===== src/rtl/trap_controller.sv =====
// Trap sequencer: picks the oldest pending exception, flushes and drains the pipeline,
// commits the cause to the privileged registers and redirects fetch to the trap vector.
module trap_controller #(
  parameter logic [31:0] TRAP_VECTOR  = 32'h2000,
  parameter int unsigned FLUSH_CYCLES = 2
) (
  input  logic        clk,
  input  logic        reset,
  input  logic        in_f_exc_valid,
  input  logic [2:0]  in_f_exc_cause,
  input  logic [31:0] in_f_pc,
  input  logic [31:0] in_f_addr,
  input  logic        in_d_exc_valid,
  input  logic [2:0]  in_d_exc_cause,
  input  logic [31:0] in_d_pc,
  input  logic [31:0] in_d_info,
  input  logic        in_m_exc_valid,
  input  logic [2:0]  in_m_exc_cause,
  input  logic [31:0] in_m_pc,
  input  logic [31:0] in_m_addr,
  input  logic        in_iret_valid,
  input  logic        in_supervisor_mode,
  input  logic        in_mem_busy,
  output logic [2:0]  out_exception_vector,
  output logic [31:0] out_fault_pc,
  output logic [31:0] out_fault_addr,
  output logic [31:0] out_additional_info,
  output logic        out_flush_f,
  output logic        out_flush_d,
  output logic        out_flush_x,
  output logic        out_flush_m,
  output logic        out_stall,
  output logic        out_redirect,
  output logic [31:0] out_redirect_pc,
  output logic        out_double_fault,
  output logic [15:0] out_trap_count
);

  typedef enum logic [2:0] {StIdle, StDrain, StCommit, StRedirect, StIretFlush, StHalt} state_e;

  localparam logic [3:0] FlushCnt = 4'(FLUSH_CYCLES);

  state_e      state_q, state_d;
  logic [2:0]  cause_q, cause_d;
  logic [31:0] pc_q, pc_d, addr_q, addr_d, info_q, info_d;
  logic [31:0] fault_pc_q, fault_pc_d, fault_addr_q, fault_addr_d, fault_info_q, fault_info_d;
  logic [3:0]  flush_q, flush_d;  // {m, x, d, f}
  logic [3:0]  cnt_q, cnt_d;
  logic        dbl_q, dbl_d;
  logic [15:0] trap_cnt_q, trap_cnt_d;

  logic m_ok, d_ok, f_ok;
  assign m_ok = in_m_exc_valid && (in_m_exc_cause != 3'd0);
  assign d_ok = in_d_exc_valid && (in_d_exc_cause != 3'd0);
  assign f_ok = in_f_exc_valid && (in_f_exc_cause != 3'd0);

  always_comb begin
    state_d      = state_q;
    cause_d      = cause_q;
    pc_d         = pc_q;
    addr_d       = addr_q;
    info_d       = info_q;
    fault_pc_d   = fault_pc_q;
    fault_addr_d = fault_addr_q;
    fault_info_d = fault_info_q;
    flush_d      = 4'b0000;
    cnt_d        = cnt_q;
    dbl_d        = dbl_q;
    trap_cnt_d   = trap_cnt_q;
    unique case (state_q)
      StIdle: begin
        if (m_ok || d_ok || f_ok) begin
          if (in_supervisor_mode) begin
            state_d = StHalt;
            dbl_d   = 1'b1;
            flush_d = 4'b1111;
          end else begin
            state_d = StDrain;
            cnt_d   = 4'd1;
            if (m_ok) begin
              cause_d = in_m_exc_cause;
              pc_d    = in_m_pc;
              addr_d  = in_m_addr;
              info_d  = 32'd0;
              flush_d = 4'b1111;
            end else if (d_ok) begin
              cause_d = in_d_exc_cause;
              pc_d    = in_d_pc;
              addr_d  = 32'd0;
              info_d  = in_d_info;
              flush_d = 4'b0011;
            end else begin
              cause_d = in_f_exc_cause;
              pc_d    = in_f_pc;
              addr_d  = in_f_addr;
              info_d  = 32'd0;
              flush_d = 4'b0001;
            end
          end
        end else if (in_iret_valid) begin
          state_d = StIretFlush;
          flush_d = 4'b0011;
        end
      end
      StDrain: begin
        if ((cnt_q >= FlushCnt) && !in_mem_busy) begin
          state_d      = StCommit;
          fault_pc_d   = pc_q;
          fault_addr_d = addr_q;
          fault_info_d = info_q;
          if (trap_cnt_q != 16'hFFFF) trap_cnt_d = trap_cnt_q + 16'd1;
        end else if (cnt_q != 4'hF) begin
          cnt_d = cnt_q + 4'd1;
        end
      end
      StCommit:    state_d = StRedirect;
      StRedirect:  state_d = StIdle;
      StIretFlush: state_d = StIdle;
      StHalt:      state_d = StHalt;
      default:     state_d = StIdle;
    endcase
  end

  always_ff @(posedge clk) begin
    if (reset) begin
      state_q      <= StIdle;
      cause_q      <= 3'd0;
      pc_q         <= 32'd0;
      addr_q       <= 32'd0;
      info_q       <= 32'd0;
      fault_pc_q   <= 32'd0;
      fault_addr_q <= 32'd0;
      fault_info_q <= 32'd0;
      flush_q      <= 4'b0000;
      cnt_q        <= 4'd0;
      dbl_q        <= 1'b0;
      trap_cnt_q   <= 16'd0;
    end else begin
      state_q      <= state_d;
      cause_q      <= cause_d;
      pc_q         <= pc_d;
      addr_q       <= addr_d;
      info_q       <= info_d;
      fault_pc_q   <= fault_pc_d;
      fault_addr_q <= fault_addr_d;
      fault_info_q <= fault_info_d;
      flush_q      <= flush_d;
      cnt_q        <= cnt_d;
      dbl_q        <= dbl_d;
      trap_cnt_q   <= trap_cnt_d;
    end
  end

  assign out_exception_vector = (state_q == StCommit) ? cause_q : 3'd0;
  assign out_fault_pc         = fault_pc_q;
  assign out_fault_addr       = fault_addr_q;
  assign out_additional_info  = fault_info_q;
  assign out_flush_f          = flush_q[0];
  assign out_flush_d          = flush_q[1];
  assign out_flush_x          = flush_q[2];
  assign out_flush_m          = flush_q[3];
  assign out_stall            = (state_q != StIdle);
  assign out_redirect         = (state_q == StRedirect);
  assign out_redirect_pc      = (state_q == StRedirect) ? TRAP_VECTOR : 32'd0;
  assign out_double_fault     = dbl_q;
  assign out_trap_count       = trap_cnt_q;

endmodule


===== config.mk =====
export PLATFORM = sky130hd
export DESIGN_NAME = trap_controller
export DESIGN_NICKNAME = d
export VERILOG_FILES = /design/src/rtl/trap_controller.sv
export SDC_FILE = /design/constraint.sdc
export NUM_CORES = 1
export LEC_CHECK = 0
export ABC_AREA = 1
export CAP_MARGIN = 10
export CORE_MARGIN = 2
export CORE_UTILIZATION = 46
export CTS_BUF_LIST = sky130_fd_sc_hd__clkbuf_4 sky130_fd_sc_hd__clkbuf_8
export DETAILED_ROUTE_END_ITERATION = 7
export PLACE_DENSITY = 0.82
export SETUP_SLACK_MARGIN = 0.1
export SLEW_MARGIN = 25
export SYNTH_ARGS = -nofsm -noshare
export SYNTH_HDL_FRONTEND = slang
export SYNTH_SLANG_ARGS = --single-unit

===== constraint.sdc =====
create_clock -name clk -period 1.9 [get_ports clk]
set_input_delay 0.285 -clock clk [delete_from_list [all_inputs] [get_ports clk]]
set_output_delay 0.285 -clock clk [all_outputs]
set_load 0.02 [all_outputs]

==> flow_metrics.tcl, run 1 <==
set metrics [dict create \
    status "finished clean" \
    postSynthCellCount 1431 \
    vdd_drop_max_uv 633.6 \
    setup.worst_path.end_class "output pin" \
    antenna_found_initial 2 \
    crit_buf_inv 1 \
    grt_setup_unrepaired "yes" \
    crit_slowest_cell "clkdlybuf4s50_1" \
    report.final.hold_viol_count 0 \
    start_util 0.4702 \
    p_total_uw 16300 \
    grt_pass1_wl_um 45050 \
    clock-sinks 222 \
    dieArea_um2 22750 \
    dr.pass1.iters 6 \
    required_ns 1.62 \
    place.gp.congestion 0.8800 \
    clock_power_share 0.293 \
    powerDensity_nw_per_um2 1125 \
    holdWs_ns 0.07875 \
    wl_per_cell_um 14.20 \
    yosysUniqueCellTypes 39 \
    crit_type "flip-flop to output pin" \
    drv_cap 0 \
    netlist_area_um2 9916 \
    ys_ff_latch 222 \
    fill_cells 1768 \
    crit_fanout 2 \
    ctsRootBufferMaster "clkbuf_8" \
    yosysTopAreaCellShare 0.4482 \
    grt_usage 0.2440 \
    yosys-top-cells-area "dfxtp_1 (45%), nand2_1 (15%), nor2_1 (9.5%)" \
    period_needed_ns 1.753 \
    cp.arrival_ns 1.47 \
    grt_max_degree 87 \
    drv_slew 0 \
    insertion_delay_ns 0.53 \
    ys_seq_area_frac 0.4482 \
    setup_viol 0 \
    num_vias 10017 \
    drt_iter0_drc 391 \
    p_sw_uw 5624 \
    p_int_uw 10680 \
    path_delay_family "buffers and inverters" \
    yosys_warnings 0 \
    portBuffers 331 \
    vias_per_cell 4.863 \
    holdBufCountCts 0 \
    post-dp-hpwl_um 20310 \
    pwr-share-comb 0.333 \
    grt_overflow_total 0 \
    layout-drive-gt1-share 0.09356 \
    cts_htree_levels 2 \
    grt_pass1_vias 9465 \
    finalNetCount 1972 \
    die_h_um 150.8 \
    critPathLaunchType "flip-flop" \
    die_w_um 150.8 \
    seqPwrFrac 0.374 \
    cts_tree "yes" \
    max_clock_freq_mhz 570.3 \
    skew_ns 0.02780 \
    yosysTopAreaCell "dfxtp_1" \
    fp-row-count 53 \
    cts_max_path_buffers 3 \
    num_antenna_cells 0 \
    route.detailed.drc 0 \
    core_area_um2 21090 \
    wirelength_um 29260 \
    p_sw_frac 0.3450 \
    syn_to_final_growth_pct 46.15 \
    clkSlewWorstSetupHoldPaths_ns 0.06 \
    crit_chain "clkdlybuf4s50_1" \
    min_period_over_period 0.9228 \
    ios 363 \
    cts_buffers 38 \
    max_stage_delay_ns 0.61 \
    ant_nets 0 \
    avgSynthCellArea_um2 6.929 \
    holdCritPathClass "input port to flip-flop" \
    p_leak_uw 0.007325 \
]
what timing repair did:
item,4_1_cts,5_1_grt
endpoints found under the setup margin,69,139
resized for setup,92,60
buffers inserted,0,9
pin swaps,1,2
hold endpoints to repair,0,0
per-stage QoR:
step	utilization	setup TNS, ns	cell area, µm²	instances	setup slack, ns
after floorplan	-	0	10030	1461	0.2310
after global placement	0.6376	-0.6431	13450	1986	-0.05754
after detailed placement	0.6376	-3.188	13450	1986	-0.07704
after CTS	0.6747	0	14230	2051	0.05127
after global routing	0.6872	0	14490	2060	0.07894
final	0.6872	0	14490	2060	0.1466
state kept, by name (all words and copies together) (netlist names):
| signal | count |
|---|---|
| addr_q | 32 |
| info_q | 32 |
| out_additional_info | 32 |
| out_fault_addr | 32 |
| out_fault_pc | 32 |
| pc_q | 32 |
| out_trap_count | 16 |
| cnt_q | 4 |
| cause_q | 3 |
| flush_q | 3 |
| state_q | 3 |
| out_double_fault | 1 |
final timing paths:
| kind | from | endpoint | slack (ns) | cells past startpoint |
|---|---|---|---|---|
| min reg2reg | pc_q[28]$_SDFFE_PP0P_ | out_fault_pc[28]$_SDFFE_PP0P_ | 0.44 | 2 |
| max | out_fault_addr[17]$_SDFFE_PP0P_ | out_fault_addr[17] | 0.15 | 1 |
| min | reset | state_q[1]$_SDFFE_PP0P_ | 0.08 | 2 |
| max reg2reg | cnt_q[0]$_SDFFE_PP0P_ | out_fault_addr[6]$_SDFFE_PP0P_ | 0.22 | 9 |
logic make-up after synthesis:
logic type               synth area share
buffers and inverters              0.1075
other                           0.0003782
adder cells (fa/ha/maj)          0.003786
flip-flops                         0.4482
AO/OA/AOI/OAI                      0.1303
AND/OR/NAND/NOR                    0.2992
XOR/XNOR                          0.01060
final cells by class:
class                           instances  area, µm²  area share
Clock buffer                           54      705.7     0.04870
Clock inverter                         11      151.4     0.01045
Inverter                               93      366.6     0.02530
Multi-Input combinational cell       1028       4556      0.3144
Sequential cell                       222       4454      0.3074
Tap cell                              275      344.1     0.02374
Timing Repair Buffer                  377       3914      0.2701
cell usage in the layout, fill, tap and decap left out, types with 4 or more instances in the layout:
cell               n
nor3_1             4
xor2_1             6
o21ai_0          153
dfxtp_2            5
a21oi_1           84
nand2_1          383
nor2_4             4
nor2_2            13
inv_2              4
nand2_2            5
buf_4             27
clkdlybuf4s50_1  227
dlymetal6s2s_1    35
dlygate4sd2_1     62
o21ai_1           15
clkbuf_4           6
xnor2_1            6
dfxtp_1          216
clkbuf_8          48
buf_12            21
nor2_1           249
conb_1            31
nand3_1           52
inv_1             85
metal layers:
| layer | up-vias | track usage | routed length (µm) |
|---|---|---|---|
| li1 | 5086 | - | - |
| met3 | 57 | 0.06867 | 2746 |
| met5 | - | 0 | 13 |
| met4 | 2 | 0.08318 | 800 |
| met2 | 392 | 0.4252 | 13970 |
| met1 | 4480 | 0.2889 | 11730 |
Yosys cell counts:
master    instances
a21oi_1          84
buf_8             1
dfxtp_1         222
nor2_4            2
inv_4             1
buf_1             2
nor3_1            4
nand3_2           2
nor2_8            2
o21ai_0         153
buf_2            44
clkbuf_1         28
nor3_2            1
inv_1            86
nand3_4           1
a21oi_2           1
buf_4            35
inv_2             5
nand2_1         384
nand4_1           3
xnor2_1           6
a21o_1            1
or2_2             2
nand3_1          52
nor2_1          252
ha_1              3
buf_12            1
buf_6             7
inv_6             1
nor2_2           12
nor3b_1           2
nand2_4           2
o21ai_1          15
nand2_2           4
xor2_1            6
o211ai_1          1
o21a_1            1
nand3b_4          1
conb_1            1
power by group through the flow:
stage / logic, µW / registers (µW) / clock network [µW]
floorplan: 2870 / 6570 / 0
global placement: 5370 / 6140 / 0
detailed placement: 5460 / 6160 / 0
CTS: 5340 / 6080 / 4900
global route: 6040 / 6200 / 5100
finish: 5430 / 6100 / 4770
No activity file was read; power rests on OpenSTA's default activity.
==> run 2, diff against run 1 <==
- CORE_ASPECT_RATIO: not set -> 0.6
- CORE_UTILIZATION: 46 -> 50
- PLACE_DENSITY: 0.82 -> 0.89
- clock period: 1.9 -> 2.2 ns (I/O delays scaled with it)
==> flow_metrics.tcl, run 2 (synthesized netlist as in run 1, its figures left out) <==
set metrics [dict create \
    min_delay_worst_endpoint "out_additional_info[15]$_SDFFE_PP0P_" \
    cts_max_path_buffers 3 \
    start_util 0.5157 \
    p_sw_uw 4728 \
    vdd_drop_max_uv 474.8 \
    max_clock_freq_mhz 496.2 \
    clock-sinks 222 \
    p_leak_uw 0.006188 \
    route.detailed.drc 0 \
    grt_setup_unrepaired "no" \
    setup.worst_path.end_class "output pin" \
    crit_type "flip-flop to output pin" \
    cp.arrival_ns 1.69 \
    maxSlewHeadroom 0.5888 \
    holdCritPathClass "input port to flip-flop" \
    post-dp-hpwl_um 20880 \
    pwr-share-comb 0.344 \
    grt_pass1_vias 9963 \
    fp-row-count 39 \
    num_vias 10142 \
    drv_cap 0 \
    dpl_cell_area_um2 13250 \
    r2r_end "out_fault_addr[30]$_SDFFE_PP0P_" \
    status "finished clean" \
    seqPwrFrac 0.392 \
    clkSlewWorstSetupHoldPaths_ns 0.07 \
    hp-start "reset" \
    finalNetCount 1945 \
    dieArea_um2 21010 \
    die_h_um 113.1 \
    grt_overflow_total 0 \
    setup_viol 0 \
    r2r_cells 9 \
    die_w_um 185.8 \
    cts_tree "yes" \
    setup_ws_ns 0.1845 \
    grt_pass1_wl_um 47400 \
    p_sw_frac 0.3529 \
    layout-drive-gt1-share 0.06944 \
    core_area_um2 19230 \
    min_period_over_period 0.9161 \
    grt_max_degree 83 \
    crit_fanout 4 \
    layout_commonest_cell "nand2_1" \
    insertion_delay_ns 0.50 \
    ios 363 \
    grt_usage 0.2757 \
    r2r_slack_ns 0.25 \
    cts_htree_levels 2 \
    pre_cts_ws_ns 0.04903 \
    period_needed_ns 2.015 \
    place.gp.congestion 0.8682 \
    ctsRootBufferMaster "clkbuf_8" \
    wl_per_cell_um 14.60 \
    powerDensity_nw_per_um2 959.8 \
    portBuffers 331 \
    r2r_start "cnt_q[0]$_SDFFE_PP0P_" \
    worst_pin_slew_ns 0.6168 \
    drv_slew 0 \
    p_int_uw 8669 \
    fin_area_um2 13960 \
    antenna_found_initial 1 \
    vias_per_cell 5.011 \
    fin_tns_setup_ns 0 \
    cts_buffers 34 \
    holdBufCountCts 0 \
    clock_power_share 0.264 \
    skew_ns 0.03487 \
    drt_iter0_drc 739 \
    syn_to_final_growth_pct 40.77 \
    dr.pass1.iters 5 \
    critPathLaunchType "flip-flop" \
    wirelength_um 29550 \
    report.final.hold_viol_count 0 \
    hold_depth 4 \
    final_cell_mix "nand2_1 (384), clkdlybuf4s50_1 (324), nor2_1 (252), dfxtp_1 (222), o21ai_0 (153)" \
    ant_nets 0 \
    fin_util 0.7260 \
    required_ns 1.87 \
]
[run 2: cell count changes in the layout (fill, tap and decap cells not counted), moves of 7 or more]
cell and delta:
clkbuf_8 -9, buf_4 -13, dlymetal6s2s_1 -35, clkdlybuf4s50_1 +97, buf_12 -12, dlygate4sd2_1 -57
clkbuf_4 +7
[run 2: worst max path at each step]
stage | depth (start not counted) | start | end | slack, ns
detailed placement | 10 | in_m_exc_valid | cause_q[1]$_SDFFE_PP0P_ | 0.05
floorplan | 10 | out_trap_count[0]$_SDFFE_PP0P_ | out_trap_count[14]$_SDFFE_PP0P_ | 0.53
global placement | 9 | in_d_exc_cause[0] | cause_q[0]$_SDFFE_PP0P_ | 0.16
global route | 9 | cnt_q[0]$_SDFFE_PP0P_ | out_additional_info[10]$_SDFFE_PP0P_ | 0.10
CTS | 4 | state_q[2]$_SDFFE_PP0P_ | out_exception_vector[2] | 0.17
finish | 4 | state_q[2]$_SDFFE_PP0P_ | out_exception_vector[2] | 0.18
[run 2: power by group through the flow]
stage                     registers [µW]  logic (µW)  clock network, µW
after floorplan                     5670        2480                  0
after detailed placement            5320        4600                  0
after global routing                5330        5110               3800
final                               5250        4610               3530
after global placement              5290        4480                  0
after CTS                           5250        4610               3600
[run 2: critical path, stage by stage, from the launching register on]
cell and delay (ns):
dfxtp_1 0.36, nor2_2 0.18, nand2_1 0.16, nor2_1 0.12, dlygate4sd2_1 0.36
[run 2: stage by stage]
stage          total power, µW  instances  hold slack (ns)
2_1_floorplan             8152       1461           0.4297
3_3_place_gp              9774       1963           0.4358
3_5_place_dp              9917       1963           0.4439
4_1_cts                  13460       2023           0.2772
5_1_grt                  14250       2024           0.2942
6_report                 13400       2024           0.2889
[run 2: layout make-up]
class | count | area [µm²]
fill | 1525 | 5268
multi-input combinational | 1028 | 4524
sequential | 222 | 4444
timing repair buffer | 354 | 3587
clock buffer | 52 | 634.4
inverter | 93 | 359.1
clock inverter | 8 | 73.82
tap | 266 | 332.8
antenna | 1 | 2.502
[run 2: routing by layer]
metal | GRT usage | routed length, µm | share of wire
met5 | 0 | 0 | 0
met4 | 0.1034 | 838 | 0.028
met3 | 0.06823 | 2625 | 0.089
met2 | 0.4694 | 13770 | 0.47
met1 | 0.3381 | 12320 | 0.42
[run 2: repair_timing]
item	CTS	global route
pin swaps	0	0
setup buffers	0	0
gates resized for setup	6	1
setup endpoints to repair	6	1
